==> src/rtl/spiadc_seq.sv <==
// Multi-lane SPI ADC sequencer: frames CSn/SCK, shifts NCH MISO lanes in
// parallel and queues each frame's samples in a show-ahead FIFO.
module spiadc_seq #(
  parameter int NCH    = 2,
  parameter int DW     = 12,
  parameter int LEAD   = 4,
  parameter int CKPCK  = 2,
  parameter int QUIET  = 4,
  parameter int LGFIFO = 4
) (
  input  logic                  i_clk,
  input  logic                  i_reset_n,
  input  logic                  i_en,
  input  logic                  i_cont,
  input  logic                  i_request,
  input  logic [15:0]           i_interval,
  output logic                  o_csn,
  output logic                  o_sck,
  input  logic [NCH-1:0]        i_miso,
  output logic                  o_valid,
  input  logic                  i_ready,
  output logic [NCH*DW-1:0]     o_data,
  output logic [LGFIFO:0]       o_fill,
  output logic                  o_overflow,
  input  logic                  i_clr_ovfl,
  output logic                  o_busy
);

  localparam int FRAME = LEAD + DW;
  localparam int DEPTH = 1 << LGFIFO;
  localparam int FW    = LGFIFO + 1;
  localparam int BW    = $clog2(FRAME + 1);
  localparam int CW    = $clog2(CKPCK + 2);
  localparam int QW    = $clog2(QUIET + 2);
  // The IDLE decision cycle also holds CSn high, so QUIET state itself
  // lasts one cycle less to keep back-to-back spacing at frame+QUIET.
  localparam int QLOAD = (QUIET > 1) ? QUIET - 2 : 0;

  localparam logic [1:0] S_IDLE  = 2'd0;
  localparam logic [1:0] S_SHIFT = 2'd1;
  localparam logic [1:0] S_QUIET = 2'd2;

  logic [1:0]               state;
  logic [CW-1:0]            hcnt;
  logic [BW-1:0]            bitcnt;
  logic [QW-1:0]            qcnt;
  logic [15:0]              timer;
  logic [NCH-1:0][DW-1:0]   sr;
  logic                     push_p0;
  logic                     start;

  logic [NCH*DW-1:0]        mem [DEPTH];
  logic [LGFIFO-1:0]        wptr;
  logic [LGFIFO-1:0]        rptr;
  logic                     pop;
  logic                     full;
  logic                     wr_en;

  assign start  = i_en && (i_request || (i_cont && (timer == 16'd0)));
  assign o_busy = (state != S_IDLE);

  // Stage p0: sequencer and lane shifters; push_p0 marks the first CSn-high cycle
  always_ff @(posedge i_clk or negedge i_reset_n) begin
    if (!i_reset_n) begin
      state   <= S_IDLE;
      o_csn   <= 1'b1;
      o_sck   <= 1'b1;
      hcnt    <= '0;
      bitcnt  <= '0;
      qcnt    <= '0;
      timer   <= '0;
      sr      <= '0;
      push_p0 <= 1'b0;
    end else begin
      push_p0 <= 1'b0;
      if (timer != 16'd0)
        timer <= timer - 16'd1;
      case (state)
        S_IDLE: begin
          if (start) begin
            state  <= S_SHIFT;
            o_csn  <= 1'b0;
            o_sck  <= 1'b1;
            hcnt   <= CW'(CKPCK);
            bitcnt <= '0;
            timer  <= i_interval;
          end
        end
        S_SHIFT: begin
          if (o_sck && (bitcnt == BW'(FRAME))) begin
            state   <= S_QUIET;
            o_csn   <= 1'b1;
            push_p0 <= 1'b1;
            qcnt    <= QW'(QLOAD);
          end else if (hcnt != '0) begin
            hcnt <= hcnt - CW'(1);
          end else begin
            hcnt  <= CW'(CKPCK);
            o_sck <= ~o_sck;
            if (!o_sck) begin
              bitcnt <= bitcnt + BW'(1);
              for (int n = 0; n < NCH; n++)
                sr[n] <= {sr[n][DW-2:0], i_miso[n]};
            end
          end
        end
        S_QUIET: begin
          if (qcnt == '0)
            state <= S_IDLE;
          else
            qcnt <= qcnt - QW'(1);
        end
        default: state <= S_IDLE;
      endcase
    end
  end

  assign pop     = o_valid && i_ready;
  assign full    = (o_fill == FW'(DEPTH));
  assign wr_en   = push_p0 && (!full || pop);
  assign o_valid = (o_fill != '0);
  assign o_data  = mem[rptr];

  // Stage p1: FIFO storage; shift registers hold steady during the push cycle
  always_ff @(posedge i_clk) begin
    if (wr_en)
      mem[wptr] <= sr;
  end

  always_ff @(posedge i_clk or negedge i_reset_n) begin
    if (!i_reset_n) begin
      wptr       <= '0;
      rptr       <= '0;
      o_fill     <= '0;
      o_overflow <= 1'b0;
    end else begin
      if (wr_en)
        wptr <= wptr + LGFIFO'(1);
      if (pop)
        rptr <= rptr + LGFIFO'(1);
      if (wr_en && !pop)
        o_fill <= o_fill + FW'(1);
      else if (pop && !wr_en)
        o_fill <= o_fill - FW'(1);
      if (push_p0 && full && !pop)
        o_overflow <= 1'b1;
      else if (i_clr_ovfl)
        o_overflow <= 1'b0;
    end
  end

endmodule

==> config.mk <==
export PLATFORM = sky130hd
export DESIGN_NAME = spiadc_seq
export DESIGN_NICKNAME = d
export VERILOG_FILES = /design/src/rtl/spiadc_seq.sv
export SDC_FILE = /design/constraint.sdc
export NUM_CORES = 1
export LEC_CHECK = 0
export CAP_MARGIN = 10
export CORE_MARGIN = 5
export CORE_UTILIZATION = 45
export DETAILED_ROUTE_END_ITERATION = 6
export DONT_BUFFER_PORTS = 1
export PLACE_DENSITY = 0.59
export RECOVER_POWER = 50
export SLEW_MARGIN = 30
export SYNTH_ARGS = -nofsm -noshare
export SYNTH_HDL_FRONTEND = slang
export SYNTH_SLANG_ARGS = --single-unit
export TNS_END_PERCENT = 50
==> constraint.sdc <==
create_clock -name i_clk -period 8.5 [get_ports i_clk]
set_clock_uncertainty 0.15 [all_clocks]
set_input_delay 0.85 -clock i_clk [delete_from_list [all_inputs] [get_ports i_clk]]
set_output_delay 0.85 -clock i_clk [all_outputs]
set_load 0.02 [all_outputs]
* Word level (Yosys, flattened, before mapping)
Memory sizes are Yosys's and may differ from the RTL's.
Cells that the tools add are included.
** Word-level totals
- Flip-flop bits (word level) :: 69
- RAM bits :: 384
- Bits of input ports :: 25
- Output and inout bits :: 34
- Word-level logic and storage cells :: 103
- Memories kept :: 1
** Cells by class
- $add $sub $neg :: 8
- Equality and inequality tests :: 11
- Multiplexer cells :: 34
- Bitwise gates (word level) :: 3
- Reductions and logical operators :: 32
** Memories
- mem :: depth 16, width 24, rd ports 1, clocked after Yosys merged registers in 0, write ports 1, RTL line 52 : logic [NCH*DW-1:0] mem [DEPTH];
** Operator list (number)
- 16-bit 2-to-1 mux :: 3
- 5-bit 2-to-1 mux :: 6
- 16-bit zero test :: 1
- 16-bit nonzero test :: 1
- 16-bit by 1-bit subtractor with 16-bit output (second input constant) :: 1
- 2-bit != test (second input constant) :: 7
- 2-bit 2-to-1 mux :: 6
- 3-bit AND reduction :: 4
- 2-bit nonzero test :: 6
- 1-bit 2-to-1 mux :: 11
- 5-bit by 1-bit adder with 5-bit output (second input constant) :: 2
- 5-bit == test (second input constant) :: 2
- 5-bit case mux with 2 select lines :: 1
- 1-bit logical AND :: 9
- 4-bit by 1-bit adder with 4-bit output (second input constant) :: 2
- 4-bit AND reduction :: 2
- 3-bit 2-to-1 mux :: 2
- 2-bit case mux with 3 select lines :: 1
- 3-bit case mux with 2 select lines :: 1
- 5-bit AND reduction :: 1
- 5-bit nonzero test :: 1
- 5-bit by 1-bit subtractor with 5-bit output (second input constant) :: 1
- 1-bit case mux with 2 select lines :: 2
- 2-bit case mux with 2 select lines :: 1
- 9 further kinds :: 14

* Longest topological paths before layout
Gate-level depths: netlist of run 1.
- Depth in word-level cells :: 8
- Gate-level depth with buffers :: 12
- Depth with buffers taken out :: 12

* Worst setup path after synthesis of run 1
OpenSTA, ideal clock, no wires.
- Path kind :: input-to-reg
- Start point :: input port i_ready
- End point :: memory mem[0][0] (netlist name) (enable)
- Arrival :: 3.016 ns
- Required time :: 7.915 ns
- Slack :: 4.899 ns
- Stages :: 5
- Cells stage by stage :: or3b_1 and2_1 buf_2 nand2_1 nor3_1
** Between the ends
- Cells in the longest elaborated chain, start to end :: 5
** RTL lines
- start, declared :: RTL line 21 : input logic i_ready,
- 1-bit logical AND :: RTL line 118 : assign pop = o_valid && i_ready;
- 1-bit logical OR :: RTL line 120 : assign wr_en = push_p0 && (!full || pop);
- 1-bit logical AND :: RTL line 120
- net wr_en :: RTL line 57 : logic wr_en;
- 1-bit 2-to-1 mux :: RTL line 126 : if (wr_en)
- 1-bit 2-to-1 mux (not written as such) :: RTL line 127 : mem[wptr] <= sr;
- end, declared :: RTL line 52
The timed path passes the listed nets, and every way through them passes these cells.

==> results of run 1 <==
[per-stage QoR]
step / hold slack [ns] / utilization, %
after global placement: 0.361 / 47.1
final: 0.245 / 51.4
after detailed placement: 0.374 / 47.3
after global routing: 0.221 / 51.4
after CTS: 0.0216 / 51.4
after floorplan: 0.328 / -
[routing by layer]
layer / share of wire, % / wire [um] / vias to the layer above
met1: 45 / 16800 / 4374
li1: - / - / 3588
met3: 4.8 / 1790 / 50
met5: 0 / 0 / -
met2: 48 / 18100 / 169
met4: 1.7 / 652 / 0
[registers in the layout, indices dropped and copies added, names as in the netlist]
signal      flops
o_fill          5
qcnt            3
bitcnt          5
push_p0         1
hcnt            2
o_csn           1
mem           384
o_sck           1
sr             24
o_overflow      1
rptr            4
timer          16
wptr            4
state           2
[logic make-up (layout without fill, tap and decap cells)]
kind of cell             Yosys count  count (layout)  synth area share (%)
XOR/XNOR                          21              21                  1.03
AO/OA/AOI/OAI                     41              41                  1.38
buffers and inverters             58             134                  1.41
AND/OR/NAND/NOR                  116             116                  3.40
multiplexers                     153             153                  17.2
adder cells (fa/ha/maj)           19              19                  1.37
flip-flops                       453             453                  74.2
[worst min-delay path by stage]
stage | end | slack (ns) | from
after floorplan | o_overflow | 0.33 | push_p0
after detailed placement | qcnt[1] | 0.37 | qcnt[1]
after CTS | sr[3] | 0.02 | i_reset_n
final | timer[1] | 0.24 | i_interval[1]
after global routing | timer[1] | 0.22 | i_interval[1]
after global placement | o_overflow | 0.36 | push_p0
[power by group]
group / internal, uW / total (uW) / switching [uW] / leakage [uW]
combinational: 736 / 1460 / 727 / 0.00156
clock: 1280 / 2110 / 827 / 0.000798
sequential: 2740 / 3150 / 410 / 0.00435
[cells in the mapped netlist, drive strengths merged (5+ instances only)]
| master | instances | area [um2] |
|---|---|---|
| clkbuf | 18 | 67.6 |
| o21ai | 21 | 105 |
| ha | 18 | 225 |
| dfrtp | 67 | 1680 |
| nor3 | 11 | 66.3 |
| nor2 | 30 | 113 |
| mux4 | 120 | 2700 |
| xnor2 | 14 | 123 |
| a21oi | 7 | 35.0 |
| buf | 20 | 109 |
| xor2 | 7 | 61.3 |
| nand4 | 8 | 56.3 |
| nand2 | 34 | 130 |
| inv | 20 | 75.1 |
| mux2 | 30 | 338 |
| nor4 | 5 | 46.3 |
| edfxtp | 384 | 11500 |
[final cells by class]
| class | instances | area share, % |
|---|---|---|
| well taps | 525 | 3.23 |
| repair buffers | 24 | 1.16 |
| flip-flops and latches | 453 | 65.3 |
| clock inverters | 30 | 1.47 |
| inverters | 20 | 0.369 |
| multi-input cells | 350 | 22.0 |
| clock buffers | 60 | 6.49 |
==> metrics, run 1 <==
Setup CP Type primary input to async pin; GR Layer Usage met1 25.4%; Worst Path Max Fanout 69; hold path depth 1; die width 209 um; CTS tree yes; H-tree levels 2; RR Startpoint o_fill[1]; Resized cells post-CTS 0; yosys warns 0; crit path from i_reset_n; Required @ worst endpoint 7.38 ns; cell count of the worst reg-to-reg path 12; Fin. Hold Viols 0; Synth-to-Final Area Change 13.7%; post-route cell area 0.0203 mm2; Iter 0 DRT Violations 505; first-pass GRT wire length 56.6 mm; most common cell after layout, fill and taps aside edfxtp_1; Worst slew margin -187%; later-pin clock latency in the skew report 0.57 ns; placed insts 1371; Max stage delay on crit path 2.99 ns; worst path buffer plus inverter count 1; FF+latch count, synth 453; Worst-path clk slew 0.06 ns; CP Depth 1; IO Pins 59; commonest cells after routing, fill and taps aside 384 x edfxtp_1, 120 x mux4_2, 64 x dfrtp_1, 50 x clkbuf_16, 33 x nand2_1; final net count 941; syn avg cell area 20.7 um2; CORE AREA 0.0395 mm2; CTS root buf clkbuf_16; Num CTS Buffers 48; Yosys cell types 47; Vias/cell 5.60; Power Dens Cells 331 mW/mm2; GR Util met3 3.42%; detailed-route via count 8181; final-layout fill cell count 3105; global placer's final weighted congestion 0.701; R2R setup slack 4.81 ns; grt total ovfl 0; RSZ-0062 raised after global routing false; pre-CTS WS 4.34 ns; first-pass iteration count of the detailed router 4; final wirelength 37.3 mm; row count 73; Worst-Margin Slew 4.31 ns; busiest layer in global routing met2; Routed WL per cell 25.5 um; Tot Pwr 6720 uW; critical path arrival 3.85 ns; met2 GRT Util 27.6%; total clock sinks 453; vias in the first global route 8717; cell area after placement 0.0187 mm2; maximum vdd drop 0.235 mV; layout cell share with drive strength beyond 1 28.9%; crit path time final 4.97 ns; Max stage delay cell, worst path clkbuf_1; asr flop ratio synth 15.2%; # setup viols final 0; final worst slack 3.53 ns; Gate Count Post-Synth 861; Register Area 0.0133 mm2; EDFF count, synth 384; non-filler cells, final 1462; Longest Clk Path Bufs 3; Die ar. 0.0438 mm2; crit share post-route 58.5%; Routed Antenna Nets 0; failing checks capacitance limit, slew limit; Worst Hold Class primary input to register; largest net degree at the start of global routing 70; Hold-fix buffers, CTS 1; Startpoint Class primary input; crit path capture type async pin; Most used DFF post-synth edfxtp_1; GRT Util Overall 17.4%; Die Ht 209 um; Starting Density 45.2%; syn nets 905; outcome finished, violations left; register area share after synthesis 74.2%; DR DRC count 0; initial antenna violation count 0; post-CTS setup buffer count 0; Max Slew Vio Count 102; family with the most delay on the worst path buffers and inverters; synthesized area 0.0179 mm2; Cell Chain, Critical Path clkbuf_1; Max Cap Violations 2; post-DP HPWL 19.6 mm; port buffer count 0; Multi-input gate area 0.00446 mm2; fmax 0.201 GHz; Inserted Diodes 0; leak pwr 0.00671 uW; worst setup path end rptr[1]; total negative slack 0 ns; Reg2Reg Capture Point o_fill[4]
(Power assumes the default switching activity.)
==> run 2: changes to the inputs <==
Clock period 8.5 ns to 5.2 ns, I/O delays scaled along.
==> run 2 against run 1 <==
Against the previous run: the flow still finishes with violations (capacitance limit, slew limit); first-iteration DRC count up 12%; critical path depth up 2; flip-flop and latch count unchanged; register-to-register slack worse by 3.2 ns; largest power group unchanged; highest routed layer unchanged.
==> metrics, run 2 (synthesis gave the netlist of run 1 again) <==
outcome finished, violations left; failing checks capacitance limit, slew limit; Max stage delay cell, worst path dfrtp_4; Synth-to-Final Area Change 14.9%; detailed-route via count 8249 (+0.83%); crit share post-route 71.1%; CP most frequent cell mux4_2; commonest cells after routing, fill and taps aside 384 x edfxtp_1, 120 x mux4_2, 64 x dfrtp_1, 48 x clkbuf_16, 33 x nand2_1; final-layout fill cell count 3091 (-0.45%); met2 GRT Util 28.3% (+0.76 points); Resized cells post-CTS 0 (unchanged); later-pin clock latency in the skew report 0.57 ns (about the same); GR Layer Usage met1 23.9% (-1.5 points); Setup CP Type register to output port; CTS root buf clkbuf_16; global placer's final weighted congestion 0.726 (+3.7%); crit path capture type output port; GRT Util Overall 17.2% (-0.19 points); Die ar. 0.0438 mm2 (unchanged); total clock sinks 453 (unchanged); crit path time final 3.70 ns; Multi-input gate area 0.00446 mm2 (unchanged); vias in the first global route 8803 (+0.99%); # setup viols final 0 (unchanged); GR Util met3 3.71% (+0.29 points); final wirelength 37.3 mm (-0.26%); Num CTS Buffers 48 (unchanged); Required @ worst endpoint 4.53 ns (-2.85 ns); final worst slack 1.50 ns (-2.02 ns); IO Pins 59 (unchanged); Iter 0 DRT Violations 568 (+12%); row count 73 (unchanged); busiest layer in global routing met2; Routed Antenna Nets 0 (unchanged); WHS 0.105 ns (-0.139 ns); Longest Clk Path Bufs 3 (unchanged); Inserted Diodes 0 (unchanged); grt total ovfl 0 (unchanged); pre-CTS WS 1.61 ns (-2.72 ns); Worst slew margin -62.0% (+130 points); most common cell after layout, fill and taps aside edfxtp_1; Power Dens Cells 532 mW/mm2 (+61%); Vias/cell 5.56 (-0.60%); first-pass iteration count of the detailed router 5 (+1); post-DP HPWL 19.7 mm (+0.37%); post-CTS setup buffer count 0 (unchanged); first-pass GRT wire length 56.1 mm (-0.85%); maximum vdd drop 0.299 mV (+27%); Worst Path Max Fanout 55 (-20%); Fin. Hold Viols 0 (unchanged); Max stage delay on crit path 0.78 ns (-2.21 ns); Startpoint Class register; Max Slew Vio Count 32 (-69%); Routed WL per cell 25.1 um (-1.7%); R2R setup slack 1.61 ns (-3.20 ns); fmax 0.270 GHz; die width 209 um (unchanged); Die Ht 209 um (unchanged); top flop regs mem: 384 flops, sr: 24 flops, timer: 16 flops; critical path arrival 3.03 ns (-0.82 ns); CORE AREA 0.0395 mm2 (unchanged); worst path buffer plus inverter count 1 (unchanged); H-tree levels 2 (unchanged); Register Area 0.0133 mm2 (unchanged); Starting Density 45.2% (unchanged); RSZ-0062 raised after global routing false; DR DRC count 0 (unchanged); family with the most delay on the worst path multiplexers; Worst Hold Class primary input to register; Worst-path clk slew 0.06 ns (about the same); leak pwr 0.00679 uW (+1.2%); initial antenna violation count 0 (unchanged); Worst-Margin Slew 2.43 ns (-1.88 ns); port buffer count 0 (unchanged); Cell Chain, Critical Path buf_12 > mux4_2 > mux4_2; largest net degree at the start of global routing 70 (unchanged); layout cell share with drive strength beyond 1 28.1% (-0.84 points); CTS tree yes; max reg flops 384 (unchanged); final net count 963 (+2.3%); Top reg by flops mem; total negative slack 0 ns (unchanged); Max Cap Violations 1 (-1)
==> run 2: power breakdown <==
group          internal (uW)  leakage (uW)  switching, uW
combinational           1220       0.00168           1190
clock                   1980      0.000755           1350
sequential              4470       0.00435            699
total                   7670       0.00679           3240
==> run 2: worst paths after layout <==
path,startpoint,to,cells after the start
min in group asynchronous,i_reset_n,timer[13],2
max,rptr[0],o_data[14],3
max reg2reg,o_fill[1],o_fill[4],11
max in group asynchronous,i_reset_n,rptr[1],2
min,i_ready,rptr[1],3
min reg2reg,rptr[3],rptr[3],1
==> run 2: per-layer routing <==
layer  vias up  part of all wire [%]
li1       3622                     -
met1      4383                    43
met2       198                    50
met3        46                   5.0
met4         0                   1.7
met5         -                     0
==> run 2: what timing repair did <==
action                     4_1_cts  5_1_grt
hold endpoints to repair        88        0
hold buffers                    22        0
setup endpoints to repair        0        0
==> run 2: area by class of cell <==
cell class | count | share of cell area (%)
Clock buffer | 71 | 6.51
Clock inverter | 18 | 0.993
Inverter | 20 | 0.366
Multi-Input combinational cell | 350 | 21.7
Sequential cell | 453 | 64.6
Tap cell | 525 | 3.20
Timing Repair Buffer | 46 | 2.57
==> run 2: metrics by stage <==
step | utilization, % | cells | area, um2 | power (uW)
global route | 51.9 | 1483 | 20500 | 11400
global placement | 47.1 | 1367 | 18600 | 7650
finish | 51.9 | 1483 | 20500 | 10900
floorplan | - | 861 | 17900 | 6990
detailed placement | 47.4 | 1372 | 18800 | 7690
CTS | 51.9 | 1483 | 20500 | 11100
==> run 2: worst reg2reg max path: stages, from the launching register on <==
cell	delay [ns]
dfrtp_1	0.49
or4_1	0.57
or3b_1	0.38
and2_1	0.29
ha_1	0.30
inv_1	0.14
ha_1	0.26
nor2b_1	0.13
o21a_1	0.17
or3_1	0.30
a21oi_1	0.18
xor2_1	0.15
